--- src/rtl/mem_wb_stage.sv ---
// Memory stage with MEM/WB pipeline latch: one data request per load/store, dhit handshake.
// Optional MEM_WB_FWD_EN adds the fwd_en/fwd_reg/fwd_dat forwarding taps.
module mem_wb_stage #(
    parameter int WORD_W = 32,
    parameter int REG_W  = 5,
    parameter int SEL_W  = 3
) (
    input  logic              CLK,
    input  logic              nRST,
    input  logic              ihit,
    input  logic              dhit,
    input  logic              flush,
    input  logic              memRd,
    input  logic              memWr,
    input  logic              halt_in,
    input  logic              regWr_in,
    input  logic [SEL_W-1:0]  regSel_in,
    input  logic [REG_W-1:0]  regDst_in,
    input  logic [WORD_W-1:0] nPC_in,
    input  logic [WORD_W-1:0] ALUOut_in,
    input  logic [WORD_W-1:0] lui_in,
    input  logic [WORD_W-1:0] storeData,
    input  logic [WORD_W-1:0] dmemload_in,
    output logic              dmemREN,
    output logic              dmemWEN,
    output logic [WORD_W-1:0] dmemaddr,
    output logic [WORD_W-1:0] dmemstore,
    output logic              mem_stall,
    output logic              regWr,
    output logic [SEL_W-1:0]  regSel,
    output logic [REG_W-1:0]  regDst,
    output logic [WORD_W-1:0] nPC,
    output logic [WORD_W-1:0] ALUOut,
    output logic [WORD_W-1:0] lui,
    output logic [WORD_W-1:0] dmemload,
`ifdef MEM_WB_FWD_EN
    output logic              fwd_en,
    output logic [REG_W-1:0]  fwd_reg,
    output logic [WORD_W-1:0] fwd_dat,
`endif
    output logic              halt
);

    localparam logic [SEL_W-1:0] SEL_ALU = 3'd0;
    localparam logic [SEL_W-1:0] SEL_MEM = 3'd1;
    localparam logic [SEL_W-1:0] SEL_LUI = 3'd2;
    localparam logic [SEL_W-1:0] SEL_NPC = 3'd3;

    typedef enum logic [1:0] {IDLE = 2'd0, WAIT = 2'd1, DONE = 2'd2} state_t;

    state_t            state_r, state_nxt_s;
    logic [WORD_W-1:0] load_buf_r;
    logic              memop_s, req_s, advance_s;

    // Request qualification; reset gates the strobes so a lost request drops immediately.
    always_comb begin
        memop_s   = (memRd | memWr) & ~halt_in & ~halt;
        req_s     = memop_s & (state_r != DONE) & nRST;
        mem_stall = req_s & ~dhit;
        advance_s = ihit & ~mem_stall;
        dmemWEN   = req_s & memWr;
        dmemREN   = req_s & memRd & ~memWr;
        dmemaddr  = ALUOut_in;
        dmemstore = storeData;
    end

    // Next-state logic: a retired request parks in DONE until the pipeline advances.
    always_comb begin
        state_nxt_s = state_r;
        if (advance_s) begin
            state_nxt_s = IDLE;
        end else begin
            case (state_r)
                IDLE:    state_nxt_s = memop_s ? (dhit ? DONE : WAIT) : IDLE;
                WAIT:    state_nxt_s = dhit ? DONE : WAIT;
                DONE:    state_nxt_s = DONE;
                default: state_nxt_s = IDLE;
            endcase
        end
    end

    // FSM state and load capture buffer.
    always_ff @(posedge CLK or negedge nRST) begin
        if (!nRST) begin
            state_r    <= IDLE;
            load_buf_r <= {WORD_W{1'b0}};
        end else begin
            state_r <= state_nxt_s;
            if (dhit && memRd) begin
                load_buf_r <= dmemload_in;
            end
        end
    end

    // MEM/WB latch; flush inserts a bubble but never clears an already-latched halt.
    always_ff @(posedge CLK or negedge nRST) begin
        if (!nRST) begin
            regWr    <= 1'b0;
            regSel   <= {SEL_W{1'b0}};
            regDst   <= {REG_W{1'b0}};
            nPC      <= {WORD_W{1'b0}};
            ALUOut   <= {WORD_W{1'b0}};
            lui      <= {WORD_W{1'b0}};
            dmemload <= {WORD_W{1'b0}};
            halt     <= 1'b0;
        end else if (advance_s) begin
            halt <= halt | (~flush & halt_in);
            if (flush) begin
                regWr    <= 1'b0;
                regSel   <= {SEL_W{1'b0}};
                regDst   <= {REG_W{1'b0}};
                nPC      <= {WORD_W{1'b0}};
                ALUOut   <= {WORD_W{1'b0}};
                lui      <= {WORD_W{1'b0}};
                dmemload <= {WORD_W{1'b0}};
            end else begin
                regWr    <= regWr_in;
                regSel   <= regSel_in;
                regDst   <= regDst_in;
                nPC      <= nPC_in;
                ALUOut   <= ALUOut_in;
                lui      <= lui_in;
                dmemload <= dhit ? dmemload_in : load_buf_r;
            end
        end
    end

`ifdef MEM_WB_FWD_EN
    // Forwarding tap: same data the write-back mux will select.
    always_comb begin
        fwd_en  = regWr;
        fwd_reg = regDst;
        case (regSel)
            SEL_ALU: fwd_dat = ALUOut;
            SEL_MEM: fwd_dat = dmemload;
            SEL_LUI: fwd_dat = lui;
            SEL_NPC: fwd_dat = nPC;
            default: fwd_dat = ALUOut;
        endcase
    end
`endif

endmodule
--- config.mk ---
export PLATFORM = sky130hd
export DESIGN_NAME = mem_wb_stage
export DESIGN_NICKNAME = d
export VERILOG_FILES = /design/src/rtl/mem_wb_stage.sv
export SDC_FILE = /design/constraint.sdc
export NUM_CORES = 1
export LEC_CHECK = 0
export BUFFER_PORTS_ARGS = -buffer_cell sky130_fd_sc_hd__buf_2
export CAP_MARGIN = 20
export CORE_AREA = 2 2 150 152
export DETAILED_ROUTE_END_ITERATION = 10
export DIE_AREA = 0 0 152 154
export PLACE_DENSITY = 0.71
export SYNTH_ARGS = -nofsm -noshare
export SYNTH_HDL_FRONTEND = slang
export SYNTH_SLANG_ARGS = --single-unit
--- constraint.sdc ---
create_clock -name CLK -period 3.85 [get_ports CLK]
set_clock_uncertainty 0.1 [all_clocks]
set_input_delay 0.5775 -clock CLK [delete_from_list [all_inputs] [get_ports CLK]]
set_output_delay 0.5775 -clock CLK [all_outputs]
set_load 0.05 [all_outputs]
==> metrics.md, run 1 <==
| Metric | Value |
|---|---|
| Die ar. | 0.0234 mm^2 |
| Fin nets | 1,157 |
| Hold Fails Final Rpt | 0 |
| Ys async rst share | 1.00 |
| Core ar. | 0.0217 mm^2 |
| Vias in the first global route | 5,520 |
| Worst Hold Depth | 2 |
| Residual DRC count | 0 |
| Top FF cell, synth | dfrtp_1 |
| Slowest cell on the critical path | dlygate4sd3_1 |
| GRT Residual Overflow | 0 |
| Peak VDD IR | 0.279 mV |
| TritonCTS clock tree | yes |
| Most common cell after layout, fill and taps aside | buf_2 |
| Unique cell type count in the Yosys netlist | 26 |
| Fmax | 379 MHz |
| Worst EP arrival | 1.96 ns |
| Hold Startpoint | ihit |
| First-pass GRT wire length | 29,100 um |
| Post-synthesis sequential area ratio | 0.565 |
| Synthesized instance count | 752 |
| Multi-input logic area | 0.00248 mm^2 |
| Actual slew at the worst max-slew pin | 0.943 ns |
| Layout cells sized above 1 | 0.394 |
| Max H-tree Level | 4 |
| Post-synth EDFFs | 0 |
| Filler instances | 2,138 |
| Via density | 4.53 |
| Largest net degree at the start of global routing | 167 |
| I/O pin cnt | 382 |
| Clock Tree Root | clkbuf_16 |
| R2R depth | 4 |
| Post-synthesis xor/xnor area fraction | 0 |
| Launching point of the worst reg2reg path | halt |
| GRT Total Usage | 0.152 |
| Chip height | 154 um |
| Yosys warning total | 0 |
| Clock tree buffer depth | 2 |
| Reg area | 0.00430 mm^2 |
| Final Slew Violations | 0 |
| Kind of critical path | input port to output port |
| Largest family of logic cells by synthesized area | simple AND/OR/NAND/NOR gates |
| CP Max Fanout | 13 |
| Via count | 5,769 |
| Relative slew slack | 0.372 |
| TritonRoute pass-1 iters | 4 |
| Initial antenna violation count | 0 |
| RSZ-0062 raised after global routing | no |
| Inserted Clock Buffers | 17 |
| Hold endpoint | state_r[1] |
| Number of diodes | 0 |
| Net Count, Synth | 929 |
| LEAKAGE | 0.00490 uW |
| Clk_lat worst skew | 0.42 ns |
| CP required | 3.17 ns |
| # port buffers | 317 |
| Crit share post-route | 0.685 |
| R2r endpoint | ALUOut[16] |
| Post-detailed-route wirelength per cell | 14.2 um |
| Iteration-0 DRC Markers | 328 |
| Commonest cells after routing, fill and taps aside | 316 x buf_2, 244 x nand2_1, 172 x dfrtp_1 |
| Avg Cell Area, Syn | 10.1 um^2 |
| Outcome | finished, final reports clean |
| Critical-path cell list | dlygate4sd3_1 > buf_6 > nand3_1 > nor3b_1 > buf_2 |
| Clk pin slew, worst setup/hold paths | 0.07 ns |
| Post-synthesis simple-gate area fraction | 0.128 |
| Register bit count reported by yosys | 172 |
| Sink Count | 172 |
| Initial Util | 0.351 |
| Worst Hold Class | input port to flip-flop |
| Area delta synth->final | 23.6% |
| DRT antenna net count | 0 |
| Row count | 54 |
| Synthesized area | 0.00762 mm^2 |
| Synth Area in Adders | 0 |
| Final worst path period need | 2.64 ns |
| Routability congestion estimate from global placement | 0.761 |
| Max Cap Viol | 0 |
| Mux cell area share after synthesis | 0.0894 |
| Delay of the slowest critical-path stage | 0.56 ns |
| Width of the die | 152 um |
| Pwr Density | 521 mW/mm^2 |
| Crit path capture type | output port |
| Detailed Place HPWL | 12,400 um |
| Postcts setup bufs | 0 |
| Number of cells after detailed placement | 1,240 |
| WL final | 18,100 um |
| Final TNS setup | 0 ns |
| Compound-cell area share of the yosys netlist | 0.109 |
| Non-filler cells, final | 1,273 |
| Startpoint Class | input port |
| Setup-failing EPs final | 0 |
| Reg2Reg Setup Slack | 1.61 ns |
==> power breakdown <==
part / switching, uW / leakage, uW / internal [uW]
Sequential: 91.5 / 0.00220 / 1990
Combinational: 856 / 0.00241 / 290
Clock: 818 / 0.000283 / 864
Total: 1770 / 0.00490 / 3140
==> routing by layer <==
| metal | part of all wire | wire, um | global-route usage |
|---|---|---|---|
| met1 | 0.45 | 8150 | 0.201 |
| met2 | 0.46 | 8390 | 0.242 |
| met3 | 0.076 | 1370 | 0.0465 |
| met4 | 0.013 | 231 | 0.0449 |
| met5 | 0 | 0 | 0 |
==> worst max-delay path, delay by kind of cell <==
kind,cells,cell delay [ns]
buffers and inverters,3,1.04
and+or+nand+nor,2,0.34
==> timing repair <==
| action | CTS | global route |
|---|---|---|
| hold endpoints to repair | 9 | 0 |
| gates resized for setup | 0 | 0 |
| hold buffers | 1 | 0 |
==> cells by family after synthesis <==
logic type | count (synthesis)
compound gates | 143
buf+inv | 118
flops | 172
mux | 64
simple gates | 255
==> through the flow <==
step	power [uW]	utilization	setup slack (ns)	hold WS, ns	area, um^2
after floorplan	3050	-	0.779	0.182	7620
after global placement	3250	0.407	1.39	0.303	8830
after detailed placement	3270	0.407	1.30	0.304	8830
after CTS	4980	0.434	1.18	0.256	9420
after global routing	5140	0.434	1.07	0.266	9420
final	4910	0.434	1.21	0.277	9420
==> registers in the layout, summed over array words and instances (netlist names) <==
signal and cells:
load_buf_r 32, nPC 32, regWr 1, state_r 2, regSel 3, lui 32, halt 1, regDst 5
ALUOut 32, dmemload 32
==> layout make-up <==
type                       count  share of cell area
clock buffer                  17              0.0452
inverter                       2            0.000930
multi-input combinational    462               0.264
tap                          280              0.0372
timing repair buffer         325               0.180
sequential                   172               0.457
clock inverter                15              0.0162
==> cell usage after synthesis, types with 7 or more instances <==
cell type  instances  share of area
buf_4             66          0.065
buf_6             17          0.025
clkbuf_1          20         0.0099
clkbuf_2           7         0.0046
dfrtp_1          172           0.57
mux2_2            32          0.047
mux2i_1           32          0.042
nand2_1          244           0.12
o21ai_0           81          0.053
o21ai_1           25          0.016
o31ai_1           32          0.032
==> worst max-delay path by stage <==
stage,startpoint,end,depth (start not counted)
finish,nRST,dmemREN,5
global route,halt,dmemREN,5
CTS,nRST,dmemREN,5
detailed placement,halt_in,ALUOut[16],5
global placement,halt_in,ALUOut[12],5
floorplan,halt,dmemREN,4
No activity file was read; power rests on OpenSTA's default activity.
==> run 2, diff against run 1 <==
--- a/config.mk
+++ b/config.mk
@@ -7,10 +7,10 @@
 export LEC_CHECK = 0
 export BUFFER_PORTS_ARGS = -buffer_cell sky130_fd_sc_hd__buf_2
 export CAP_MARGIN = 20
-export CORE_AREA = 2 2 150 152
+export CORE_AREA = 2 2 146 148
 export DETAILED_ROUTE_END_ITERATION = 10
-export DIE_AREA = 0 0 152 154
-export PLACE_DENSITY = 0.71
+export DIE_AREA = 0 0 148 150
+export PLACE_DENSITY = 0.77
 export SYNTH_ARGS = -nofsm -noshare
 export SYNTH_HDL_FRONTEND = slang
 export SYNTH_SLANG_ARGS = --single-unit
==> constraint.sdc (replaced) <==
create_clock -name CLK -period 2.2 [get_ports CLK]
set_clock_uncertainty 0.1 [all_clocks]
set_input_delay 0.33 -clock CLK [delete_from_list [all_inputs] [get_ports CLK]]
set_output_delay 0.33 -clock CLK [all_outputs]
set_load 0.05 [all_outputs]
==> metrics.md, run 2 (same netlist as run 1, synthesis figures left out) <==
| Metric | Value |
|---|---|
| Peak VDD IR | 0.465 mV (was 0.279 mV) |
| Crit share post-route | 0.967 |
| Fin nets | 1,175 (was 1,157) |
| Filler instances | 1,952 (was 2,138) |
| Layout cells sized above 1 | 0.409 (was 0.394) |
| Kind of critical path | flip-flop to output port (was input port to output port) |
| Outcome | finished, final reports clean (unchanged) |
| Core ar. | 0.0207 mm^2 (was 0.0217 mm^2) |
| Initial antenna violation count | 0 (unchanged) |
| Initial Util | 0.368 (was 0.351) |
| Area delta synth->final | 26.7% (was 23.6%) |
| Residual DRC count | 0 (unchanged) |
| Chip height | 150 um (was 154 um) |
| Via count | 5,949 (was 5,769) |
| Clock Tree Root | clkbuf_16 (unchanged) |
| # port buffers | 317 (unchanged) |
| Actual slew at the worst max-slew pin | 0.837 ns (was 0.943 ns) |
| DRT antenna net count | 0 (unchanged) |
| Via density | 4.63 (was 4.53) |
| TritonRoute pass-1 iters | 4 (unchanged) |
| GRT Total Usage | 0.167 (was 0.152) |
| Inserted Clock Buffers | 17 (unchanged) |
| Detailed Place HPWL | 13,700 um (was 12,400 um) |
| Critical-path cell list | or2_4 > nor2_4 > nand3_2 > nor3b_2 > buf_6 (was dlygate4sd3_1 > buf_6 > nand3_1 > nor3b_1 > buf_2) |
| Number of diodes | 0 (unchanged) |
| Worst path bufs/invs | 1 (was 3) |
| Row count | 53 (was 54) |
| I/O pin cnt | 382 (unchanged) |
| First-pass GRT wire length | 29,600 um (was 29,100 um) |
| Iteration-0 DRC Markers | 278 (was 328) |
| Slowest cell on the critical path | dfrtp_1 (was dlygate4sd3_1) |
| Max Cap Viol | 0 (unchanged) |
| Fmax | 470 MHz |
| Post-detailed-route wirelength per cell | 14.6 um (was 14.2 um) |
| Largest net degree at the start of global routing | 94 (was 167) |
| Crit path capture type | output port (unchanged) |
| Relative slew slack | 0.442 (was 0.372) |
| Setup-failing EPs final | 0 (unchanged) |
| RSZ-0062 raised after global routing | yes (was no) |
| Non-filler cells, final | 1,286 (was 1,273) |
| Routability congestion estimate from global placement | 0.766 (was 0.761) |
| Worst EP arrival | 1.70 ns (was 1.96 ns) |
| Sink Count | 172 (unchanged) |
| Final worst path period need | 2.13 ns |
| CP Max Fanout | 3 (was 13) |
| Final Util | 0.466 (was 0.434) |
| Crit path max-delay family | simple AND/OR/NAND/NOR gates (was buffers and inverters) |
| Clk pin slew, worst setup/hold paths | 0.07 ns (about the same) |
| Clk_lat worst skew | 0.41 ns (was 0.42 ns) |
| Vias in the first global route | 5,766 (was 5,520) |
| WL final | 18,800 um (was 18,100 um) |
| Most common cell after layout, fill and taps aside | buf_2 (unchanged) |
| Final Slew Violations | 0 (unchanged) |
| Width of the die | 148 um (was 152 um) |
| Power Total | 8870 uW (was 4910 uW) |
| Max H-tree Level | 4 (unchanged) |
| Die ar. | 0.0222 mm^2 (was 0.0234 mm^2) |
| Clock tree buffer depth | 2 (unchanged) |
| Pwr Density | 919 mW/mm^2 (was 521 mW/mm^2) |
| GRT Residual Overflow | 0 (unchanged) |
| Delay of the slowest critical-path stage | 0.40 ns (was 0.56 ns) |
| Worst Hold Class | input port to flip-flop (unchanged) |
| Startpoint Class | flip-flop (was input port) |
| TritonCTS clock tree | yes (unchanged) |
| Number of cells after detailed placement | 1,250 (was 1,240) |
| Commonest cells after routing, fill and taps aside | 314 x buf_2, 244 x nand2_1, 172 x dfrtp_1 (was 316 x buf_2, 244 x nand2_1, 172 x dfrtp_1) |
| Hold Fails Final Rpt | 0 (unchanged) |
| CP required | 1.77 ns (was 3.17 ns) |
| LEAKAGE | 0.00501 uW (was 0.00490 uW) |
-- run 2: layout make-up --
class                           count  area, um^2  area share
Tap cell                          275         344      0.0356
Clock inverter                     15         205      0.0213
Clock buffer                       17         425      0.0441
Timing Repair Buffer              343        1860       0.193
Inverter                            2        8.76    0.000907
Sequential cell                   172        4300       0.446
Multi-Input combinational cell    462        2500       0.259
-- run 2: metal layers --
metal / GRT usage / vias up / part of all wire
met2: 0.275 / 232 / 0.49
met3: 0.0485 / 24 / 0.067
met1: 0.213 / 2777 / 0.42
li1: - / 2916 / -
met4: 0.0557 / 0 / 0.016
met5: 0 / - / 0
-- run 2: final timing paths --
| check | to | slack (ns) | startpoint | cells after the start |
|---|---|---|---|---|
| max in group asynchronous | nPC[22] | 0.73 | nRST | 3 |
| min reg2reg | dmemload[18] | 0.38 | dmemload[18] | 2 |
| max | dmemREN | 0.07 | halt | 5 |
| max reg2reg | ALUOut[30] | 0.19 | halt | 5 |
| min | state_r[1] | 0.04 | ihit | 2 |
| min in group asynchronous | dmemload[30] | 0.20 | nRST | 2 |
-- run 2: worst reg2reg max path, cell delays in order, from the launching register on --
cell	delay, ns
dfrtp_1	0.40
or2_4	0.26
o41ai_4	0.47
buf_12	0.25
buf_12	0.25
o21ai_0	0.15
-- run 2: metrics by stage --
stage | hold slack, ns | setup TNS (ns) | area, um^2 | setup WS (ns)
after global routing | 0.0172 | -0.0244 | 9650 | -0.0244
after floorplan | -0.0656 | -0.386 | 7620 | -0.148
after global placement | 0.0701 | 0 | 8960 | 0.191
after detailed placement | 0.0751 | 0 | 8960 | 0.107
after CTS | 0.0113 | 0 | 9630 | 0.0156
final | 0.0370 | 0 | 9650 | 0.0723
-- run 2: what timing repair did --
action / 4_1_cts / 5_1_grt
hold buffers: 1 / 0
resized for setup: 6 / 1
pin swaps: 2 / 1
hold endpoints to repair: 35 / 0
buffers inserted: 1 / 2
endpoints found under the setup margin: 3 / 3
-- run 2: power by group --
| part | total (uW) | switching (uW) | internal, uW |
|---|---|---|---|
| Clock | 3180 | 1430 | 1750 |
| Combinational | 2040 | 1500 | 532 |
| Sequential | 3650 | 170 | 3480 |
==> run 3, diff against run 2 <==
--- a/config.mk
+++ b/config.mk
@@ -7,9 +7,9 @@
 export LEC_CHECK = 0
 export BUFFER_PORTS_ARGS = -buffer_cell sky130_fd_sc_hd__buf_2
 export CAP_MARGIN = 20
-export CORE_AREA = 2 2 146 148
+export CORE_AREA = 5 5 145 147
 export DETAILED_ROUTE_END_ITERATION = 10
-export DIE_AREA = 0 0 148 150
+export DIE_AREA = 0 0 150 152
 export PLACE_DENSITY = 0.77
 export SYNTH_ARGS = -nofsm -noshare
 export SYNTH_HDL_FRONTEND = slang
==> constraint.sdc (replaced) <==
create_clock -name CLK -period 2.6 [get_ports CLK]
set_clock_uncertainty 0.1 [all_clocks]
set_input_delay 0.39 -clock CLK [delete_from_list [all_inputs] [get_ports CLK]]
set_output_delay 0.39 -clock CLK [all_outputs]
set_load 0.05 [all_outputs]
==> metrics.md, run 3 (same netlist as run 1, synthesis figures left out) <==
| Metric | Value |
|---|---|
| Routability congestion estimate from global placement | 0.779 (was 0.766) |
| Inserted Clock Buffers | 17 (unchanged) |
| Power Total | 7400 uW (was 8870 uW) |
| Fmax | 402 MHz |
| GRT Residual Overflow | 0 (unchanged) |
| Post-detailed-route wirelength per cell | 15.3 um (was 14.6 um) |
| Post_cts resized | 0 (was 6) |
| # port buffers | 317 (unchanged) |
| Chip height | 152 um (was 150 um) |
| First-pass GRT wire length | 30,900 um (was 29,600 um) |
| TritonRoute pass-1 iters | 6 (was 4) |
| Clk pin slew, worst setup/hold paths | 0.07 ns (about the same) |
| Outcome | complete, but fails checks (was finished, final reports clean) |
| Peak VDD IR | 0.429 mV (was 0.465 mV) |
| CP Max Fanout | 4 (was 3) |
| Residual DRC count | 0 (unchanged) |
| Final Slew Violations | 0 (unchanged) |
| CTS Hold Bufs | 0 (was 1) |
| Reg2Reg Setup Slack | 0.45 ns (was 0.19 ns) |
| Multi-input logic area | 0.00249 mm^2 (was 0.00250 mm^2) |
| CP startpoint | halt (unchanged) |
| Worst EP arrival | 2.00 ns (was 1.70 ns) |
| Number of cells after detailed placement | 1,236 (was 1,250) |
| Hold Fails Final Rpt | 32 (was 0) |
| CP required | 2.11 ns (was 1.77 ns) |
| Row count | 52 (was 53) |
| Crit path max-delay family | simple AND/OR/NAND/NOR gates (unchanged) |
| Failing checks | negative hold slack |
| Width of the die | 150 um (was 148 um) |
| Largest net degree at the start of global routing | 123 (was 94) |
| Core ar. | 0.0198 mm^2 (was 0.0207 mm^2) |
| Crit share post-route | 0.958 |
| Actual slew at the worst max-slew pin | 0.686 ns (was 0.837 ns) |
| R2r endpoint | nPC[10] (was ALUOut[30]) |
| WHS | -0.0443 ns (was 0.0370 ns) |
| Critical-path cell list | or2_1 > nor2_1 > nand3_1 > nor3b_2 > buf_2 (was or2_4 > nor2_4 > nand3_2 > nor3b_2 > buf_6) |
| Layout cells sized above 1 | 0.399 (was 0.409) |
| Via count | 5,846 (was 5,949) |
| DRT antenna net count | 0 (unchanged) |
| Crit path capture type | output port (unchanged) |
| Initial Util | 0.385 (was 0.368) |
| Filler instances | 1,902 (was 1,952) |
| CP Depth | 5 (unchanged) |
| Initial antenna violation count | 3 (was 0) |
| Final TNS setup | 0 ns (unchanged) |
| Worst Hold Class | input port to asynchronous set/reset pin (was input port to flip-flop) |
| WL final | 19,400 um (was 18,800 um) |
| Delay of the slowest critical-path stage | 0.40 ns (about the same) |
| Fin nets | 1,162 (was 1,175) |
| LEAKAGE | 0.00495 uW (was 0.00501 uW) |
| Iteration-0 DRC Markers | 214 (was 278) |
| R2R depth | 4 (was 5) |
| Slowest cell on the critical path | dfrtp_1 (unchanged) |
| Worst path bufs/invs | 1 (unchanged) |
| Launching point of the worst reg2reg path | halt (unchanged) |
| RSZ-0062 raised after global routing | no (was yes) |
| Max H-tree Level | 4 (unchanged) |
| Non-filler cells, final | 1,269 (was 1,286) |
| Area delta synth->final | 24.8% (was 26.7%) |
| Sink Count | 172 (unchanged) |
| Kind of critical path | flip-flop to output port (unchanged) |
| Relative slew slack | 0.542 (was 0.442) |
| Max Cap Viol | 0 (unchanged) |
| Reg area | 0.00430 mm^2 (unchanged) |
| Die ar. | 0.0228 mm^2 (was 0.0222 mm^2) |
| Commonest cells after routing, fill and taps aside | 316 x buf_2, 244 x nand2_1, 172 x dfrtp_1 (was 314 x buf_2, 244 x nand2_1, 172 x dfrtp_1) |
| Pwr Density | 779 mW/mm^2 (was 919 mW/mm^2) |
| Postcts setup bufs | 0 (was 1) |
| Clk_lat worst skew | 0.41 ns (about the same) |
| End of the critical path | dmemREN (unchanged) |
| GRT Total Usage | 0.169 (was 0.167) |
| Final worst path period need | 2.49 ns |
| Startpoint Class | flip-flop (unchanged) |
| Setup-failing EPs final | 0 (unchanged) |
| I/O pin cnt | 382 (unchanged) |
| Detailed Place HPWL | 14,100 um (was 13,700 um) |
| TritonCTS clock tree | yes (unchanged) |
| Vias in the first global route | 5,849 (was 5,766) |
| Clock tree buffer depth | 2 (unchanged) |
| Clock Tree Root | clkbuf_16 (unchanged) |
| Most common cell after layout, fill and taps aside | buf_2 (unchanged) |
| Via density | 4.61 (was 4.63) |
run 3: worst min path at each step:
stage	end	slack (ns)	depth (start not counted)
after floorplan	ALUOut[0]	-0.006	0
after global placement	dmemload[17]	0.35	2
final	dmemload[3]	-0.04	2
after detailed placement	dmemload[0]	0.36	2
after CTS	dmemload[3]	0.003	2
after global routing	dmemload[7]	0.02	2
run 3: routing by layer:
metal,global-route usage,part of all wire,vias to the layer above
met1,0.209,0.41,2708
met4,0.0479,0.013,4
li1,-,-,2889
met3,0.0575,0.088,20
met5,0,0.0014,-
met2,0.280,0.49,225
run 3: stage by stage:
| step | utilization | hold slack (ns) | cell area (um^2) | setup WS (ns) |
|---|---|---|---|---|
| 6_report | 0.480 | -0.0443 | 9500 | 0.110 |
| 5_1_grt | 0.480 | 0.0164 | 9500 | 0.0409 |
| 4_1_cts | 0.480 | 0.00314 | 9500 | 0.106 |
| 3_5_place_dp | 0.450 | 0.362 | 8890 | 0.377 |
| 3_3_place_gp | 0.450 | 0.355 | 8890 | 0.470 |
| 2_1_floorplan | - | -0.00559 | 7620 | 0.192 |
run 3: worst reg2reg max path: cells and delay by family (launching register included):
family	cells	cell delay, ns
AOI/OAI and AO/OA	2	0.82
buffers and inverters	1	0.41
DFF	1	0.40
and+or+nand+nor	1	0.26
run 3: where the power goes:
| group | internal [uW] | leakage, uW | switching [uW] |
|---|---|---|---|
| registers | 2950 | 0.00220 | 143 |
| logic | 439 | 0.00245 | 1270 |
| clock network | 1500 | 0.000304 | 1100 |
| total | 4890 | 0.00495 | 2520 |
run 3: final cells by class:
| cell class | count | share of cell area |
|---|---|---|
| clock inverters | 13 | 0.0165 |
| diodes | 1 | 0.000263 |
| multi-input cells | 462 | 0.262 |
| repair buffers | 330 | 0.184 |
| flip-flops and latches | 172 | 0.453 |
| clock buffers | 19 | 0.0477 |
| well taps | 270 | 0.0355 |
| inverters | 2 | 0.000922 |
